### src/rtl/sram_port_arbiter.sv
// Arbitrates one single-port SRAM between the host command path and the DPU, with a DPU lock for read-modify-write.
// Optional build macro SRAM_ARB_RR_EN: round-robin tie-break; undefined gives fixed DPU priority.
module sram_port_arbiter #(
    parameter int ADDR_W = 5,
    parameter int DATA_W = 32
) (
    input  logic              clk,
    input  logic              rst,
    input  logic              h_req,
    input  logic              h_we,
    input  logic [ADDR_W-1:0] h_addr,
    input  logic [DATA_W-1:0] h_wdata,
    output logic              h_gnt,
    output logic              h_rvalid,
    output logic [DATA_W-1:0] h_rdata,
    input  logic              d_req,
    input  logic              d_we,
    input  logic [ADDR_W-1:0] d_addr,
    input  logic [DATA_W-1:0] d_wdata,
    output logic              d_gnt,
    output logic              d_rvalid,
    output logic [DATA_W-1:0] d_rdata,
    input  logic              d_lock,
    output logic              sram_csb_n,
    output logic              sram_we_n,
    output logic [ADDR_W-1:0] sram_addr,
    output logic [DATA_W-1:0] sram_din,
    input  logic [DATA_W-1:0] sram_dout,
    output logic              busy
);

    typedef enum logic [1:0] {IDLE, ACCESS, RDWAIT} state_t;

    state_t state;
    logic   owner_dpu;
    logic   we_q;
    logic   lock_q;
    logic   h_ok;
    logic   h_xfer;
    logic   d_xfer;

    // A held lock only blocks the host while d_lock is still asserted, so release and host grant share a cycle.
    assign h_ok   = h_req && !(lock_q && d_lock);
    assign h_xfer = h_req && h_gnt;
    assign d_xfer = d_req && d_gnt;
    assign busy   = (state != IDLE);

`ifdef SRAM_ARB_RR_EN
    logic last_host;

    always_comb begin
        h_gnt = 1'b0;
        d_gnt = 1'b0;
        if (state == IDLE && !rst) begin
            if (h_ok && d_req) begin
                h_gnt = !last_host;
                d_gnt = last_host;
            end else begin
                h_gnt = h_ok;
                d_gnt = d_req;
            end
        end
    end

    always_ff @(posedge clk) begin
        if (rst) begin
            last_host <= 1'b0;
        end else if (h_xfer || d_xfer) begin
            last_host <= h_xfer;
        end
    end
`else
    always_comb begin
        h_gnt = 1'b0;
        d_gnt = 1'b0;
        if (state == IDLE && !rst) begin
            d_gnt = d_req;
            h_gnt = h_ok && !d_req;
        end
    end
`endif

    always_ff @(posedge clk) begin
        if (rst) begin
            state      <= IDLE;
            owner_dpu  <= 1'b0;
            we_q       <= 1'b0;
            lock_q     <= 1'b0;
            sram_csb_n <= 1'b1;
            sram_we_n  <= 1'b1;
            sram_addr  <= '0;
            sram_din   <= '0;
            h_rvalid   <= 1'b0;
            d_rvalid   <= 1'b0;
            h_rdata    <= '0;
            d_rdata    <= '0;
        end else begin
            h_rvalid <= 1'b0;
            d_rvalid <= 1'b0;
            case (state)
                IDLE: begin
                    if (d_xfer && d_lock) begin
                        lock_q <= 1'b1;
                    end else if (!d_lock) begin
                        lock_q <= 1'b0;
                    end
                    if (h_xfer || d_xfer) begin
                        owner_dpu  <= d_xfer;
                        we_q       <= d_xfer ? d_we : h_we;
                        sram_csb_n <= 1'b0;
                        sram_we_n  <= d_xfer ? !d_we : !h_we;
                        sram_addr  <= d_xfer ? d_addr : h_addr;
                        sram_din   <= d_xfer ? d_wdata : h_wdata;
                        state      <= ACCESS;
                    end
                end
                ACCESS: begin
                    sram_csb_n <= 1'b1;
                    sram_we_n  <= 1'b1;
                    state      <= we_q ? IDLE : RDWAIT;
                end
                RDWAIT: begin
                    // SRAM data lands the cycle after the access strobe.
                    if (owner_dpu) begin
                        d_rdata  <= sram_dout;
                        d_rvalid <= 1'b1;
                    end else begin
                        h_rdata  <= sram_dout;
                        h_rvalid <= 1'b1;
                    end
                    state <= IDLE;
                end
                default: state <= IDLE;
            endcase
        end
    end

endmodule

### config.mk
export PLATFORM = sky130hd
export DESIGN_NAME = sram_port_arbiter
export DESIGN_NICKNAME = d
export VERILOG_FILES = /design/src/rtl/sram_port_arbiter.sv
export SDC_FILE = /design/constraint.sdc
export NUM_CORES = 1
export LEC_CHECK = 0
export BUFFER_PORTS_ARGS = -buffer_cell sky130_fd_sc_hd__buf_2
export CORE_MARGIN = 2
export CORE_UTILIZATION = 45
export CTS_CLUSTER_SIZE = 40
export DETAILED_ROUTE_END_ITERATION = 8
export PLACE_DENSITY = 0.84
export SLEW_MARGIN = 40
export SYNTH_ARGS = -nofsm -noshare
export SYNTH_HDL_FRONTEND = slang
export SYNTH_SLANG_ARGS = --single-unit
### constraint.sdc
create_clock -name clk -period 5.1 [get_ports clk]
set_input_delay 0.765 -clock clk [delete_from_list [all_inputs] [get_ports clk]]
set_output_delay 0.765 -clock clk [all_outputs]
set_load 0.01 [all_outputs]
; ---- After elaboration in Yosys (flattened, before gate mapping)
; Index checks and enable logic that the tools add are counted.
[totals]
regBits = 110
input_bits = 113
out_inout_bits = 108
wordCells = 57
[classes]
n_eq_ne = 4
muxes = 17
bitwise_logic = 2
reduce_logical = 22
[ops]
columns = cell, n
row1 = $mux W32, 1
row2 = $mux W1, 10
row3 = $reduce_and A2 Y1, 5
row4 = $logic_and A1 B1 Y1, 7
row5 = $logic_not A1 Y1, 5
row6 = $mux W5, 1
row7 = $mux W2, 2
row8 = $ne A2 B1 Y1 const B, 2
row9 = $pmux W1 S2, 2
row10 = $pmux W2 S2, 1
row11 = $reduce_bool A2 Y1, 2
row12 = $eq A2 B1 Y1 const B, 1
row13 = $eq A2 B2 Y1 const B, 1
row14 = $logic_not A2 Y1, 1
row15 = $not A1 Y1, 2
row16 = $reduce_or A2 Y1, 1
row17 = $logic_or A1 B1 Y1, 1

; ---- Depth between registers and ports, before layout
[depth]
ltp_word = 9
mapped_depth = 10

; ---- Worst setup path after synthesis
; No wires, ideal clock.
[synth_path]
path_kind = input to output
from = input port d_req
to = output port d_gnt
arrival_time_ns = 1.510
path_slack_ns = 2.825
stages = 5
path_buffers = 2
path_cell_list = inv_2 > or3_1 > buf_6 > clkinv_2 > buf_4
[synth_via]
elab_chain_len = 1
[synth_lines]
columns = element, line_no
row1 = from (decl), 16  ; input logic d_req,
row2 = $mux W1, 76  ; if (state == IDLE && !rst) begin
row3 = to (decl), 20  ; output logic d_gnt,
; Every way passes these cells.

; ---- Worst setup path after layout
[layout_path]
from = input port rst
to = output port d_gnt
[layout_via]
elab_chain_len = 3
[layout_lines]
columns = element, line_no
row1 = from (decl), 8  ; input logic rst,
row2 = $logic_not A1 Y1, 76
row3 = $logic_and A1 B1 Y1, 76
row4 = $mux W1, 76
; Every way passes these cells.

==> flow_summary.yaml <==
run:
  cap_violations: 0
drt:
  vias: 4261
  wl_per_cell_um: 13.68
  first_pass_iters: 6
  vias_per_cell: 4.978
  drc: 0
  ant_nets: 0
  wirelength_um: 11710
  first_iter_violations: 97
timing:
  setup_violations: 0
  skew_ns: 0.01328
  period_share: 0.6829
  fmax_mhz: 287.1
  setup_tns_ns: 0
  worst_slack_ns: 1.617
  rsz0062_at_grt: "false"
  hold-worst-slack_ns: 0.4383
  finalHoldViolations: 0
  fin_crit_ns: 3.483
  maxSlewHeadroom: 0.5682
  tightestPinTransition_ns: 0.6478
  slew_viol_final: 0
place:
  port_buffers: 220
  placed_cell_area_um2: 5430
  dp_cells: 839
  dp_hpwl_um: 8462
  place_congestion: 0.7704
  post-place-ws_ns: 1.640
clock_network:
  cts_inserted_buffers: 9
  clk_latency_ns: 0.36
  postCtsSetupRepairBufs: 0
  cts_sinks: 110
  clk_transition_reported_paths_ns: 0.10
  root_buffer: "clkbuf_8"
  cts_tree: "done"
  cts_htree_levels: 3
  clock_path_buffers: 2
  ctsHoldBuffers: 0
  ctsResizeCount: 0
yosys:
  ys_seq_area_frac: 0.5088
  syn_area_um2: 4328
  yosys_most_used_dff: "dfxtp_1"
  postSynthCellCount: 526
  ys_types: 35
  async_reset_ff_frac: 0
  synth_edf_count: 0
  yosys_warnings: 0
  syn_nets: 639
  yosys_register_bits: 110
  avgSynthCellArea_um2: 8.228
pwr:
  ir_worst_vdd_v: 0.0001789
  powerDensity_nw_per_um2: 317.7
  clockPowerShare: 0.325
  netSwitchingFraction: 0.2737
  comb_power_share: 0.157
  internal_power_mw: 1.309
  switching_power_mw: 0.4935
  seqPwrFrac: 0.517
  p_leak_nw: 2.553
die:
  fp-row-count: 35
  die_w_um: 102.1
  start_util: 0.4662
  die_y_um: 102.1
  io_pins: 221
  core_area_um2: 9284
  die-area_um2: 10420
min_path:
  hold_class: "flip-flop to flip-flop"
global_routing:
  overflow: 0
  top_usage_layer: "met2"
  grt_max_degree: 60
  use_met1: 0.2570
  grt_pass1_wl_um: 18000
  grt_pass1_vias: 3998
  use_met3: 0.06156
  use_met2: 0.3826
  antenna_found_initial: 0
  grt_usage: 0.2160
setup_path:
  crit_fanout: 53
  cpPeakStageDelay_ns: 0.57
  critical_path_class: "primary input to output port"
  cp_slowest_cell: "clkinv_2"
  cp.required_ns: 4.34
  crit_top_cell: "buf_4"
  critPathCaptureType: "output port"
  startpoint_type: "primary input"
  critPathArrivalTime_ns: 2.72
  worstPathCellList: "buf_4, or3_1, buf_4, clkinv_2, buf_2"
finish:
  antenna_cells: 0
  multi_input_area_um2: 1898
  stdcell_area_um2: 5674
  nets: 835
  fillers: 831
  ff_latch_area_um2: 2202
  area_growth_pct: 31.11
  drive_gt1_frac: 0.3893
  stdcell_count: 856
run_status:
  status: "completed"
-- cells by family (layout without fill, tap and decap cells) --
family,Yosys count,after routing,synth area share
compound gates,113,113,0.1969
buf+inv,47,248,0.05695
flops,110,110,0.5088
mux,1,1,0.002313
simple gates,255,255,0.2350
-- path summary, 6_finish.rpt --
path              slack (ns)         to  depth (start not counted)  startpoint
setup / recovery        1.62      d_gnt                          5         rst
hold / removal          0.44   state[1]                          1        we_q
setup reg to reg        2.68  sram_we_n                          7    state[0]
hold reg to reg         0.44   state[1]                          1        we_q
-- cells in the mapped netlist (2+ instances only) --
master	instances	area [um^2]
nand2_1	192	720.7
inv_1	2	7.510
or3_1	2	12.51
inv_2	2	7.510
a311oi_2	20	300.3
nand2_2	10	62.56
nor2_1	41	153.9
buf_2	5	25.02
buf_6	2	22.52
nor3_1	4	20.02
buf_12	2	40.04
o21ai_0	2	10.01
clkbuf_1	30	112.6
a311oi_1	16	140.1
a21oi_1	67	335.3
dfxtp_1	110	2202
-- routing by layer --
metal	vias to the layer above	share of wire	wire length, um
met2	165	0.49	5782
met3	18	0.065	756
li1	2140	-	-
met5	-	0	0
met4	0	0.016	182
met1	1938	0.43	4984
-- flip-flops by register name, indices dropped and copies added, names as in the netlist --
name,cells
we_q,1
lock_q,1
d_rvalid,1
h_rvalid,1
sram_din,32
h_rdata,32
owner_dpu,1
sram_addr,5
sram_we_n,1
state,2
d_rdata,32
sram_csb_n,1
-- worst max-delay path: cells and delay by family --
| kind | cells | cell delay [ns] |
|---|---|---|
| buffers and inverters | 4 | 1.71 |
| and+or+nand+nor | 1 | 0.20 |
-- per-stage QoR --
stage | total power, mW | util
detailed placement | 1.234 | 0.5849
floorplan | 1.120 | -
global placement | 1.224 | 0.5848
global route | 1.893 | 0.6112
finish | 1.803 | 0.6112
CTS | 1.816 | 0.6096
-- cells in the final DEF (no fill, tap or decap), types with 2 or more instances in the layout --
cell type,Yosys,layout
a21oi_1,67,67
a311oi_1,16,16
a311oi_2,20,20
buf_2,5,219
buf_4,1,7
bufinv_16,0,2
clkbuf_8,0,9
clkinv_2,1,2
dfxtp_1,110,110
inv_1,2,2
inv_2,2,2
inv_8,0,2
nand2_1,192,192
nand2_2,10,10
nor2_1,41,41
nor3_1,4,3
o21ai_0,2,2
-- power groups by stage --
stage / Combinational (mW) / Clock [mW] / Sequential [mW]
floorplan: 0.153 / 0 / 0.967
global placement: 0.274 / 0 / 0.950
detailed placement: 0.283 / 0 / 0.952
CTS: 0.283 / 0.601 / 0.932
global route: 0.313 / 0.642 / 0.939
finish: 0.283 / 0.587 / 0.933
-- layout make-up --
type	instances	area share
Timing Repair Buffer	227	0.2051
Sequential cell	110	0.3881
Clock inverter	7	0.01852
Tap cell	129	0.02845
Multi-Input combinational cell	369	0.3345
Clock buffer	9	0.02183
Inverter	5	0.003528
(Power assumes the default switching activity.)
